## src/rtl/serial_tx_arbiter.sv

```systemverilog
// Round-robin arbiter and serial frame sequencer for four requesters.
// Frame: start, 2-bit ID, 4-bit len, data; optional parity via SERTX_PARITY_EN.
module serial_tx_arbiter #(
    parameter int NREQ   = 4,
    parameter int DATA_W = 16,
    parameter int LEN_W  = 4
) (
    input  logic                   clk,
    input  logic                   rst,
    input  logic                   clkEn,
    input  logic [NREQ-1:0]        req,
    input  logic [NREQ*DATA_W-1:0] data_i,
    input  logic [NREQ*LEN_W-1:0]  len_i,
    output logic [NREQ-1:0]        gnt,
    output logic                   serOut,
    output logic                   SerOutValid,
    output logic                   busy,
    output logic                   Done
);

    typedef enum logic [2:0] {
        S_IDLE  = 3'd0,
        S_START = 3'd1,
        S_ID    = 3'd2,
        S_LEN   = 3'd3,
        S_DATA  = 3'd4,
`ifdef SERTX_PARITY_EN
        S_PAR   = 3'd5,
`endif
        S_STOP  = 3'd6
    } state_t;

    state_t              r_state;
    state_t              w_nstate;
    state_t              w_tail;
    logic [LEN_W-1:0]    r_cnt;
    logic [LEN_W-1:0]    w_ncnt;
    logic [LEN_W-1:0]    w_didx;
    logic [1:0]          r_ptr;
    logic [1:0]          r_id;
    logic [LEN_W-1:0]    r_len;
    logic [DATA_W-1:0]   r_data;
    logic [1:0]          w_sel;
    logic [1:0]          w_idx;
    logic                w_hit;
    logic                w_take;
    logic                w_dbit;
    logic                w_par;

    assign w_take = (r_state == S_IDLE) && clkEn && (|req);
    assign w_didx = r_cnt - LEN_W'(1);
    assign w_dbit = r_data[w_didx];
    assign gnt    = (w_take && rst) ? (NREQ'(1) << w_sel) : '0;

`ifdef SERTX_PARITY_EN
    logic r_par;
    assign w_tail = S_PAR;
    assign w_par  = r_par;

    // running XOR of the data bits actually sent
    always_ff @(posedge clk or negedge rst) begin
        if (!rst) begin
            r_par <= 1'b0;
        end else if (w_take) begin
            r_par <= 1'b0;
        end else if (clkEn && r_state == S_DATA) begin
            r_par <= r_par ^ w_dbit;
        end
    end
`else
    assign w_tail = S_STOP;
    assign w_par  = 1'b0;
`endif

    // first asserted requester after the last winner
    always_comb begin
        w_sel = r_ptr;
        w_hit = 1'b0;
        w_idx = r_ptr;
        for (int i = 1; i <= NREQ; i++) begin
            w_idx = r_ptr + 2'(i);
            if (!w_hit && req[w_idx]) begin
                w_sel = w_idx;
                w_hit = 1'b1;
            end
        end
    end

    // state, counter and frame payload registers
    always_ff @(posedge clk or negedge rst) begin
        if (!rst) begin
            r_state <= S_IDLE;
            r_cnt   <= '0;
            r_ptr   <= 2'd3;
            r_id    <= '0;
            r_len   <= '0;
            r_data  <= '0;
        end else begin
            r_state <= w_nstate;
            r_cnt   <= w_ncnt;
            if (w_take) begin
                r_ptr  <= w_sel;
                r_id   <= w_sel;
                r_len  <= len_i[w_sel*LEN_W +: LEN_W];
                r_data <= data_i[w_sel*DATA_W +: DATA_W];
            end
        end
    end

    // next state and Moore line outputs
    always_comb begin
        w_nstate    = r_state;
        w_ncnt      = r_cnt;
        serOut      = 1'b1;
        SerOutValid = 1'b0;
        busy        = 1'b1;
        Done        = 1'b0;
        unique case (r_state)
            S_IDLE: begin
                busy = 1'b0;
                Done = 1'b1;
                if (w_take) w_nstate = S_START;
            end
            S_START: begin
                serOut = 1'b0;
                if (clkEn) begin
                    w_nstate = S_ID;
                    w_ncnt   = LEN_W'(1);
                end
            end
            S_ID: begin
                serOut = r_id[r_cnt[0]];
                if (clkEn) begin
                    if (r_cnt == '0) begin
                        w_nstate = S_LEN;
                        w_ncnt   = LEN_W'(LEN_W - 1);
                    end else begin
                        w_ncnt = r_cnt - LEN_W'(1);
                    end
                end
            end
            S_LEN: begin
                serOut = r_len[r_cnt[1:0]];
                if (clkEn) begin
                    if (r_cnt != '0) begin
                        w_ncnt = r_cnt - LEN_W'(1);
                    end else if (r_len == '0) begin
                        w_nstate = w_tail;
                    end else begin
                        w_nstate = S_DATA;
                        w_ncnt   = r_len;
                    end
                end
            end
            S_DATA: begin
                serOut      = w_dbit;
                SerOutValid = 1'b1;
                if (clkEn) begin
                    w_ncnt = r_cnt - LEN_W'(1);
                    if (r_cnt == LEN_W'(1)) w_nstate = w_tail;
                end
            end
`ifdef SERTX_PARITY_EN
            S_PAR: begin
                serOut = w_par;
                if (clkEn) w_nstate = S_STOP;
            end
`endif
            S_STOP: begin
                serOut = 1'b1;
                if (clkEn) w_nstate = S_IDLE;
            end
            default: begin
                w_nstate = S_IDLE;
                serOut   = w_par | 1'b1;
            end
        endcase
    end

endmodule

```

## config.mk

```make
export PLATFORM = sky130hd
export DESIGN_NAME = serial_tx_arbiter
export DESIGN_NICKNAME = d
export VERILOG_FILES = /design/src/rtl/serial_tx_arbiter.sv
export SDC_FILE = /design/constraint.sdc
export NUM_CORES = 1
export LEC_CHECK = 0
export CORE_AREA = 2 2 79 81
export CTS_CLUSTER_SIZE = 16
export DETAILED_ROUTE_END_ITERATION = 16
export DIE_AREA = 0 0 81 83
export PLACE_DENSITY_LB_ADDON = 0.15
export SLEW_MARGIN = 20
export SYNTH_ARGS = -nofsm -noshare
export SYNTH_HDL_FRONTEND = slang
export SYNTH_SLANG_ARGS = --single-unit
```

## constraint.sdc

```tcl
create_clock -name clk -period 6.9 [get_ports clk]
set_clock_uncertainty 0.2 [all_clocks]
set_input_delay 1.38 -clock clk [delete_from_list [all_inputs] [get_ports clk]]
set_output_delay 1.38 -clock clk [all_outputs]
set_load 0.005 [all_outputs]
```

==> metrics.md, run 1 <==
| Metric | Value |
|---|---|
| Total iterations of the first detailed-routing run | 5 |
| # hold bufs at CTS | 0 |
| CTS tree | yes |
| Vias per cell | 6.31 |
| PortBufs | 94 |
| Slew HR | 0.383 |
| First-pass GRT wire length | approximately 13000 um |
| WHS | 0.285 ns |
| Crit path max fanout | 42 |
| Netlist Area Pre-Place | about 2800 um^2 |
| Area delta synth->final | 36.5% |
| Final setup vio count | 0 |
| Part of the cycle the worst path needs | 0.747 |
| Syn_area_per_cell | slightly above 8 um^2 |
| Seq/Total Area, Yosys | 0.274 |
| Slowest CP cell | clkdlybuf4s50_1 |
| Via count | ~3100 |
| Yosys top cell area share | 0.256 |
| Min Tclk post-route | just over 5 ns |
| Ys async rst share | 1.00 |
| GRT Overall Usage | 0.251 |
| Die Height | ~83 um |
| Layout net count | 507 |
| Layout cells sized above 1 | 0.0598 |
| Post-synth EDFFs | 0 |
| Initial antenna violation count | 0 |
| Bufs and invs on worst path | 3 |
| Final setup TNS | 0 ns |
| Pin count of the biggest net entering global routing | 43 |
| CTS Buffer Depth | 2 |
| H-Tree Depth | 2 |
| Crit path DAT | 3.57 ns |
| CTS Sinks | 31 |
| Max frequency | roughly 0.19 GHz |
| Mapped Nets | 435 |
| Post-synth top area cell | dfrtp_1 |
| Gp weighted congestion | just under 0.9 |
| DR WL/cell | approximately 17 um |
| Cells after Synth | ~350 |
| Main synth FF type | dfrtp_1 |
| Num CTS Buffers | 5 |
| Post-CTS Resized | 0 |
| Total grt overflow | 0 |
| # rows | 28 |
| Delay-heaviest family, CP | buffers and inverters |
| Max-cap violations | 0 |
| Largest stage delay on the critical path | 0.60 ns |
| Clk_lat worst skew | roughly 0.28 ns |
| Pleak | around 1.6 nW |
| Worst hold path type | reg2reg |
| Pins over their slew limit | 0 |
| # diodes | 0 |
| Worst-path clk slew | 0.07 ns |
| Worst slew pin tran | roughly 0.92 ns |
| Power per Cell Area | roughly 340 nW/um^2 |
| CORE AREA | around 5800 um^2 |
| Final Hold Violating Endpoints | 0 |
| Synth warnings | 0 |
| Yosys reg bits | 31 |
| First DRT Iteration DRCs | between 200 and 250 |
| DRC viols | 0 |
| Critical path class | in2out |
| Critical Path RT | between 5 and 6 ns |
| Die ar. | between 6000 and 7000 um^2 |
| Detail Route Antenna Nets | 0 |
| Die X | around 81 um |
| Fillers | 500 |
| DP Wirelength | between 6000 and 7000 um |
| Commonest non-fill, non-tap cell in the layout | clkdlybuf4s50_1 |
| Vias in the first global route | approximately 2900 |
| Synth area leaders | dfrtp_1 (26%), a32oi_1 (13%), a211oi_1 (11%) |
| Postcts setup bufs | 0 |
| CP Capture Type | output pin |
| CP Cell Sequence | clkdlybuf4s50_1 -> nand2b_1 -> a32oi_2 -> buf_4 -> nand2_1 -> nor3_1 -> clkdlybuf4s50_1 |
| Crit start category | input port |
| Most frequent cells in the layout | clkdlybuf4s50_1 (94), inv_1 (50), a211oi_1 (41), a32oi_1 (40), dfrtp_1 (29) |
| Starting Density | 0.488 |
| RSZ-0062 raised after global routing | no |
| Footprint of the multi-input gates | 1730 um^2 |
| Wirelength, routed | 8440 um |
| Outcome | finished clean |
| Worst IR drop on VDD | about 0.00017 V |
| Post-synthesis cell type count | 45 |
| CP dominant cell by count | clkdlybuf4s50_1 |
| Sequential cell area | about 780 um^2 |
| I/O pin count | 95 |
| Root buffer cell | clkbuf_8 |
final cells by class:
cell class	instances	share of cell area
inverter	50	0.0484
multi-input combinational	227	0.447
clock inverter	1	0.00129
sequential	31	0.201
clock buffer	7	0.0197
tap	75	0.0242
timing repair buffer	102	0.258
through the flow:
stage               cell area (um^2)  power (W)  cells  utilization  setup WS, ns
finish                          3880    0.00131    493        0.667          1.75
global route                    3880    0.00141    493        0.667          1.61
CTS                             3880    0.00131    493        0.667          1.74
detailed placement              3790    0.00117    485        0.653          1.74
global placement                3790    0.00115    485        0.653          1.82
floorplan                       2840   0.000929    345            -          3.02
final timing paths:
kind	startpoint	to	slack (ns)	cells after the start
hold reg to reg	r_data[3]	r_data[3]	0.28	2
hold / removal	r_data[3]	r_data[3]	0.28	2
max in group asynchronous	rst	r_ptr[1]	4.88	2
min in group asynchronous	rst	r_state[0]	1.28	2
setup reg to reg	r_state[0]	r_len[3]	4.10	4
setup / recovery	req[1]	gnt[1]	1.75	7
sequential cells by signal (all words and copies together) (netlist names):
name,flops
r_id,2
r_state,3
r_data,16
r_ptr,2
r_cnt,4
r_len,4
cells in the mapped netlist, types with 2 or more instances:
cell type	count
o22ai_1	4
a21o_1	3
o21ai_0	9
a21oi_1	8
o221ai_1	21
and3_1	2
clkbuf_1	27
nand2_1	28
o21a_1	3
and2_1	2
a32oi_1	41
dfstp_2	2
a211oi_1	41
inv_1	50
nor2b_1	5
buf_2	9
nor3_1	7
mux4_1	5
nor2_1	5
mux2i_1	3
nor3b_1	4
nand3_1	2
ha_1	3
nand2b_1	8
a31o_2	2
dfrtp_1	29
a2bb2oi_1	4
tightest hold or removal path, cell delays in order, from the launching register on:
cell and delay [ns]:
dfrtp_1 0.34, nand2_1 0.05, o221ai_1 0.06
power by group:
part           internal [W]  switching, W
combinational      0.000378      0.000425
clock             0.0000707     0.0000677
sequential         0.000268      0.000101
layer usage:
metal	part of all wire	GRT usage	wire length, um
met1	0.41	0.334	3500
met2	0.50	0.406	4210
met3	0.065	0.0467	546
met4	0.022	0.0832	189
met5	0	0	0
cell families (layout without fill, tap and decap cells):
group	after synthesis	count (layout)	synth area share
DFF	31	31	0.274
buffers and inverters	87	160	0.122
muxes	9	9	0.0648
xor gates and xnor gates	1	1	0.00309
adders and majority gates	3	3	0.0132
and+or+nand+nor	71	71	0.130
AOI/OAI and AO/OA	143	143	0.394
Note: power is estimated with default switching activity, not from simulation.
==> inputs of run 2 (changes only) <==
CORE_AREA = 2 2 81 83   (was 2 2 79 81)
DIE_AREA = 0 0 83 85   (was 0 0 81 83)
clock period = 4.9 ns   (was 6.9 ns; I/O delays follow)
==> run 2 against run 1 <==
Power up 46%. Sequential share of layout area down 0.24 points. Critical path depth down 1. Register-to-register slack worse by 2.0 ns.
==> metrics.md, run 2 (same netlist as run 1, synthesis figures left out) <==
| Metric | Value |
|---|---|
| Vias in the first global route | 2916 (+1.4%) |
| First-pass GRT wire length | 13600 um (+1.3%) |
| DRC viols | 0 (unchanged) |
| Worst slew pin tran | 0.937 ns (+0.0141 ns) |
| Max frequency | 0.242 GHz |
| Worst IR drop on VDD | 0.000343 V (+110%) |
| Initial antenna violation count | 0 (unchanged) |
| Largest Register | r_data |
| Post-layout util | 0.632 (-0.0343) |
| Area delta synth->final | 38.2% |
| Clk_lat worst skew | 0.28 ns (about the same) |
| I/O pin count | 95 (unchanged) |
| Critical Path RT | 3.72 ns (-1.60 ns) |
| CTS tree | yes |
| Die Height | 85 um (+2.4%) |
| Vias per cell | 6.25 (-0.86%) |
| Die ar. | 7060 um^2 (+4.9%) |
| CP Cell Sequence | clkdlybuf4s50_1 -> o41a_1 -> and2_1 -> nand2_1 -> nor3_1 -> clkdlybuf4s50_1 |
| Worst hold path type | reg2reg |
| Root buffer cell | clkbuf_8 |
| DP Wirelength | 6250 um (about the same) |
| First DRT Iteration DRCs | 153 (-24%) |
| # diodes | 0 (unchanged) |
| Crit path DAT | 2.94 ns (-0.63 ns) |
| # rows | 29 (+3.6%) |
| Gp weighted congestion | 0.898 (+2.1%) |
| Final Hold Violating Endpoints | 0 (unchanged) |
| Worst-path clk slew | 0.07 ns (about the same) |
| Largest stage delay on the critical path | 0.66 ns (+0.06 ns) |
| Final setup TNS | 0 ns (unchanged) |
| Final instance area | 3920 um^2 (+1.2%) |
| Crit start category | input port |
| PortBufs | 94 (unchanged) |
| Detail Route Antenna Nets | 0 (unchanged) |
| Max-cap violations | 0 (unchanged) |
| Bufs and invs on worst path | 2 (-1) |
| Postcts setup bufs | 0 (unchanged) |
| RSZ-0062 raised after global routing | no |
| CTS Buffer Depth | 2 (unchanged) |
| Crit path max fanout | 11 (-74%) |
| Commonest non-fill, non-tap cell in the layout | clkdlybuf4s50_1 |
| Pins over their slew limit | 0 (unchanged) |
| GRT Overall Usage | 0.230 (-0.0209) |
| Num CTS Buffers | 5 (unchanged) |
| CP dominant cell by count | clkdlybuf4s50_1 |
| Min Tclk post-route | 4.12 ns |
| Starting Density | 0.458 (-0.0306) |
| Post-DP Area | 3800 um^2 (+0.26%) |
| Pin count of the biggest net entering global routing | 41 (-4.7%) |
| Slew HR | 0.373 (-0.00945) |
| Delay-heaviest family, CP | buffers and inverters |
| # hold bufs at CTS | 0 (unchanged) |
| R2R Setup Slk | 2.09 ns (-2.01 ns) |
| Layout net count | 508 (+0.20%) |
| Wirelength, routed | 8380 um (-0.77%) |
| CP Capture Type | output pin |
| Most frequent cells in the layout | clkdlybuf4s50_1 (94), inv_1 (50), a211oi_1 (41), a32oi_1 (40), dfrtp_1 (29) |
| DR WL/cell | 16.9 um (-1.4%) |
| Critical path class | in2out |
| Layout cells sized above 1 | 0.0668 (+0.00702) |
| CTS Sinks | 31 (unchanged) |
| Outcome | finished clean |
| Pleak | 1.61 nW (+1.5%) |
| Total iterations of the first detailed-routing run | 5 (unchanged) |
| Final setup vio count | 0 (unchanged) |
| Top flop regs | r_data (16), r_cnt (4), r_len (4) |
| Die X | 83 um (+2.5%) |
| Slowest CP cell | clkdlybuf4s50_1 |
| CORE AREA | 6200 um^2 (+6.7%) |
| H-Tree Depth | 2 (unchanged) |
| Via count | 3102 (-0.26%) |
| Part of the cycle the worst path needs | 0.842 |
| Max FFs per register | 16 (unchanged) |
| Total grt overflow | 0 (unchanged) |
| Power per Cell Area | 487 nW/um^2 (+44%) |
| Post-CTS Resized | 0 (unchanged) |
## run 2: changes by cell type in the layout (fill, tap and decap cells not counted)
cell | before | now
clkbuf_1 | 2 | 0
clkbuf_8 | 5 | 6
buf_4 | 8 | 9
bufinv_16 | 0 | 1
## run 2: path summary, 6_finish.rpt
check	endpoint	start	cells past startpoint
max	gnt[3]	clkEn	6
min	r_data[2]	r_data[2]	2
max reg2reg	r_data[9]	r_state[0]	4
min reg2reg	r_data[2]	r_data[2]	2
max in group asynchronous	r_ptr[1]	rst	2
min in group asynchronous	r_state[1]	rst	2
## run 2: worst min-delay path: stages (launching register included)
cell	delay, ns
dfrtp_1	0.34
nand2_1	0.05
o221ai_1	0.06
## run 2: area by class of cell
| cell class | instances | area (um^2) |
|---|---|---|
| Fill cell | 571 | 2280 |
| Multi-Input combinational cell | 227 | 1730 |
| Clock buffer | 6 | 82.6 |
| Inverter | 50 | 188 |
| Tap cell | 77 | 96.3 |
| Timing Repair Buffer | 103 | 1010 |
| Sequential cell | 31 | 778 |
| Clock inverter | 2 | 35.0 |
## run 2: report_power, final
group | switching, W | total, W | internal [W] | leakage, nW
Sequential | 0.000145 | 0.000523 | 0.000378 | 0.385
Clock | 0.0000982 | 0.000263 | 0.000164 | 0.0612
Combinational | 0.000589 | 0.00113 | 0.000536 | 1.16
## run 2: stage by stage
stage          total power (W)  setup slack [ns]  cells  hold WS (ns)
3_5_place_dp           0.00164             0.801    488         0.275
3_3_place_gp           0.00162             0.886    488         0.274
6_report               0.00191             0.775    496         0.284
5_1_grt                0.00206             0.636    496         0.323
2_1_floorplan          0.00131              1.82    345         0.247
4_1_cts                0.00190             0.774    496         0.290
## run 2: metal layers
| layer | global-route usage | up-vias | wire length [um] |
|---|---|---|---|
| li1 | - | 1489 | - |
| met1 | 0.309 | 1483 | 3670 |
| met2 | 0.383 | 112 | 4080 |
| met3 | 0.0379 | 18 | 435 |
| met4 | 0.0700 | 0 | 195 |
| met5 | 0 | - | 0 |
==> inputs of run 3 (changes only) <==
clock period = 4.1 ns   (was 4.9 ns; I/O delays follow)
==> run 3 against run 2 <==
Flip-flop and latch count is the same. Combinational power grew 22%. Critical path depth is the same. Clock-buffer cell count is the same. Worst setup slack lost 0.45 ns.
==> metrics.md, run 3 (same netlist as run 1, synthesis figures left out) <==
| Metric | Value |
|---|---|
| Outcome | finished clean |
| Die ar. | 7060 um^2 (unchanged) |
| Post-layout util | 0.629 (-0.00282) |
| Root buffer cell | clkbuf_8 |
| Max frequency | between 0.2 and 0.3 GHz |
| Num CTS Buffers | 5 (unchanged) |
| Min Tclk post-route | around 3.8 ns |
| Postcts setup bufs | 0 (unchanged) |
| First-pass GRT wire length | 13700 um (+0.61%) |
| Max-cap violations | 0 (unchanged) |
| Layout cells sized above 1 | 0.0689 (+0.00206) |
| Crit path max fanout | 7 (-4) |
| Detail Route Antenna Nets | 0 (unchanged) |
| Total iterations of the first detailed-routing run | 5 (unchanged) |
| Vias per cell | 6.27 (+0.18%) |
| I/O pin count | 95 (unchanged) |
| Crit start category | input port |
| CTS tree | yes |
| # hold bufs at CTS | 0 (unchanged) |
| Slew HR | 0.389 (+0.0162) |
| Critical Path RT | 3.08 ns (-0.64 ns) |
| Final setup vio count | 0 (unchanged) |
| Layout net count | 510 (+0.39%) |
| Clk_lat worst skew | 0.28 ns (about the same) |
| Pleak | 1.60 nW (-0.66%) |
| RSZ-0062 raised after global routing | no |
| Reg-to-Reg End | r_data[4] |
| Part of the cycle the worst path needs | 0.921 |
| Worst IR drop on VDD | 0.000380 V (+11%) |
| Hold endpoint | r_data[2] |
| Total grt overflow | 0 (unchanged) |
| Largest Register | r_data |
| DRC viols | 0 (unchanged) |
| Max FFs per register | 16 (unchanged) |
| Starting Density | 0.458 (unchanged) |
| Worst hold path type | reg2reg |
| Fillers | 565 (-1.1%) |
| Pin count of the biggest net entering global routing | 41 (unchanged) |
| Crit path DAT | 2.76 ns (-0.18 ns) |
| # diodes | 0 (unchanged) |
| Critical path class | in2out |
| Reg2Reg Depth | 4 (unchanged) |
| Top flop regs | r_data (16), r_cnt (4), r_len (4) |
| # rows | 29 (unchanged) |
| PortBufs | 94 (unchanged) |
| Die X | 83 um (unchanged) |
| Worst R2R Start | r_state[0] |
| Pins over their slew limit | 0 (unchanged) |
| GRT Overall Usage | 0.234 (+0.00378) |
| Most frequent cells in the layout | clkdlybuf4s50_1 (94), inv_1 (50), a211oi_1 (41), a32oi_1 (40), dfrtp_1 (29) |
| Final Hold Violating Endpoints | 0 (unchanged) |
| CORE AREA | 6200 um^2 (unchanged) |
| Area delta synth->final | 37.5% |
| Worst-path clk slew | 0.06 ns (about the same) |
| Power per Cell Area | 568 nW/um^2 (+17%) |
| CTS Sinks | 31 (unchanged) |
| Hold Path Stages | 2 (unchanged) |
| R2R Setup Slk | 1.31 ns (-0.78 ns) |
| Commonest non-fill, non-tap cell in the layout | clkdlybuf4s50_1 |
| Wirelength, routed | 8390 um (about the same) |
| Worst slew pin tran | 0.913 ns (-0.0242 ns) |
| Vias in the first global route | 2917 (+0.034%) |
| CTS Buffer Depth | 2 (unchanged) |
| Hold_sp | r_data[2] |
| Via count | 3120 (+0.58%) |
| First DRT Iteration DRCs | 226 (+48%) |
| Die Height | 85 um (unchanged) |
| Gp weighted congestion | 0.952 (+6.0%) |
| DP Wirelength | 6150 um (-1.6%) |
| Final setup TNS | 0 ns (unchanged) |
| H-Tree Depth | 2 (unchanged) |
| Post-CTS Resized | 0 (unchanged) |
| DR WL/cell | 16.8 um (-0.33%) |
| Initial antenna violation count | 0 (unchanged) |
| CP Capture Type | output pin |
## run 3: changes by cell type in the layout (fill, tap and decap cells not counted)
| cell | change |
|---|---|
| clkbuf_8 | -1 |
| buf_4 | +2 |
| bufinv_16 | -1 |
| clkbuf_1 | +1 |
| clkinvlp_4 | +1 |
## run 3: final cells by class
type	instances	area, um^2	share of cell area
multi-input combinational	227	1730	0.444
inverter	50	188	0.0481
timing repair buffer	105	1020	0.262
tap	77	96.3	0.0247
clock buffer	6	72.6	0.0186
sequential	31	778	0.199
clock inverter	2	12.5	0.00320
## run 3: worst max path at each step
stage | startpoint | endpoint
after floorplan | r_cnt[0] | serOut
after global placement | req[3] | gnt[3]
after detailed placement | req[3] | gnt[1]
after CTS | req[3] | gnt[1]
after global routing | req[3] | gnt[2]
final | req[3] | gnt[1]
## run 3: stage by stage
step	instances	hold slack (ns)	cell area, um^2	setup slack [ns]	power [W]
2_1_floorplan	345	0.247	2840	1.26	0.00156
3_3_place_gp	490	0.267	3820	0.420	0.00195
3_5_place_dp	490	0.276	3820	0.341	0.00196
4_1_cts	498	0.290	3910	0.327	0.00221
5_1_grt	498	0.318	3910	0.199	0.00240
6_report	498	0.286	3910	0.322	0.00222
## run 3: power by group
group | internal, W | total, W | switching, W
clock | 0.000118 | 0.000233 | 0.000115
sequential | 0.000452 | 0.000599 | 0.000148
combinational | 0.000648 | 0.00138 | 0.000736
total | 0.00122 | 0.00222 | 0.000999
## run 3: worst max-delay path: stages
cell             delay [ns]
clkdlybuf4s50_1        0.63
o41a_1                 0.27
and2_1                 0.20
nand2_1                0.12
nor3_1                 0.18
clkdlybuf4s50_1        0.55
## run 3: layer usage
metal	global-route usage	up-vias	wire length (um)
met5	0	-	0
met1	0.312	1502	3580
met3	0.0370	13	435
li1	-	1490	-
met2	0.395	115	4230
met4	0.0671	0	143
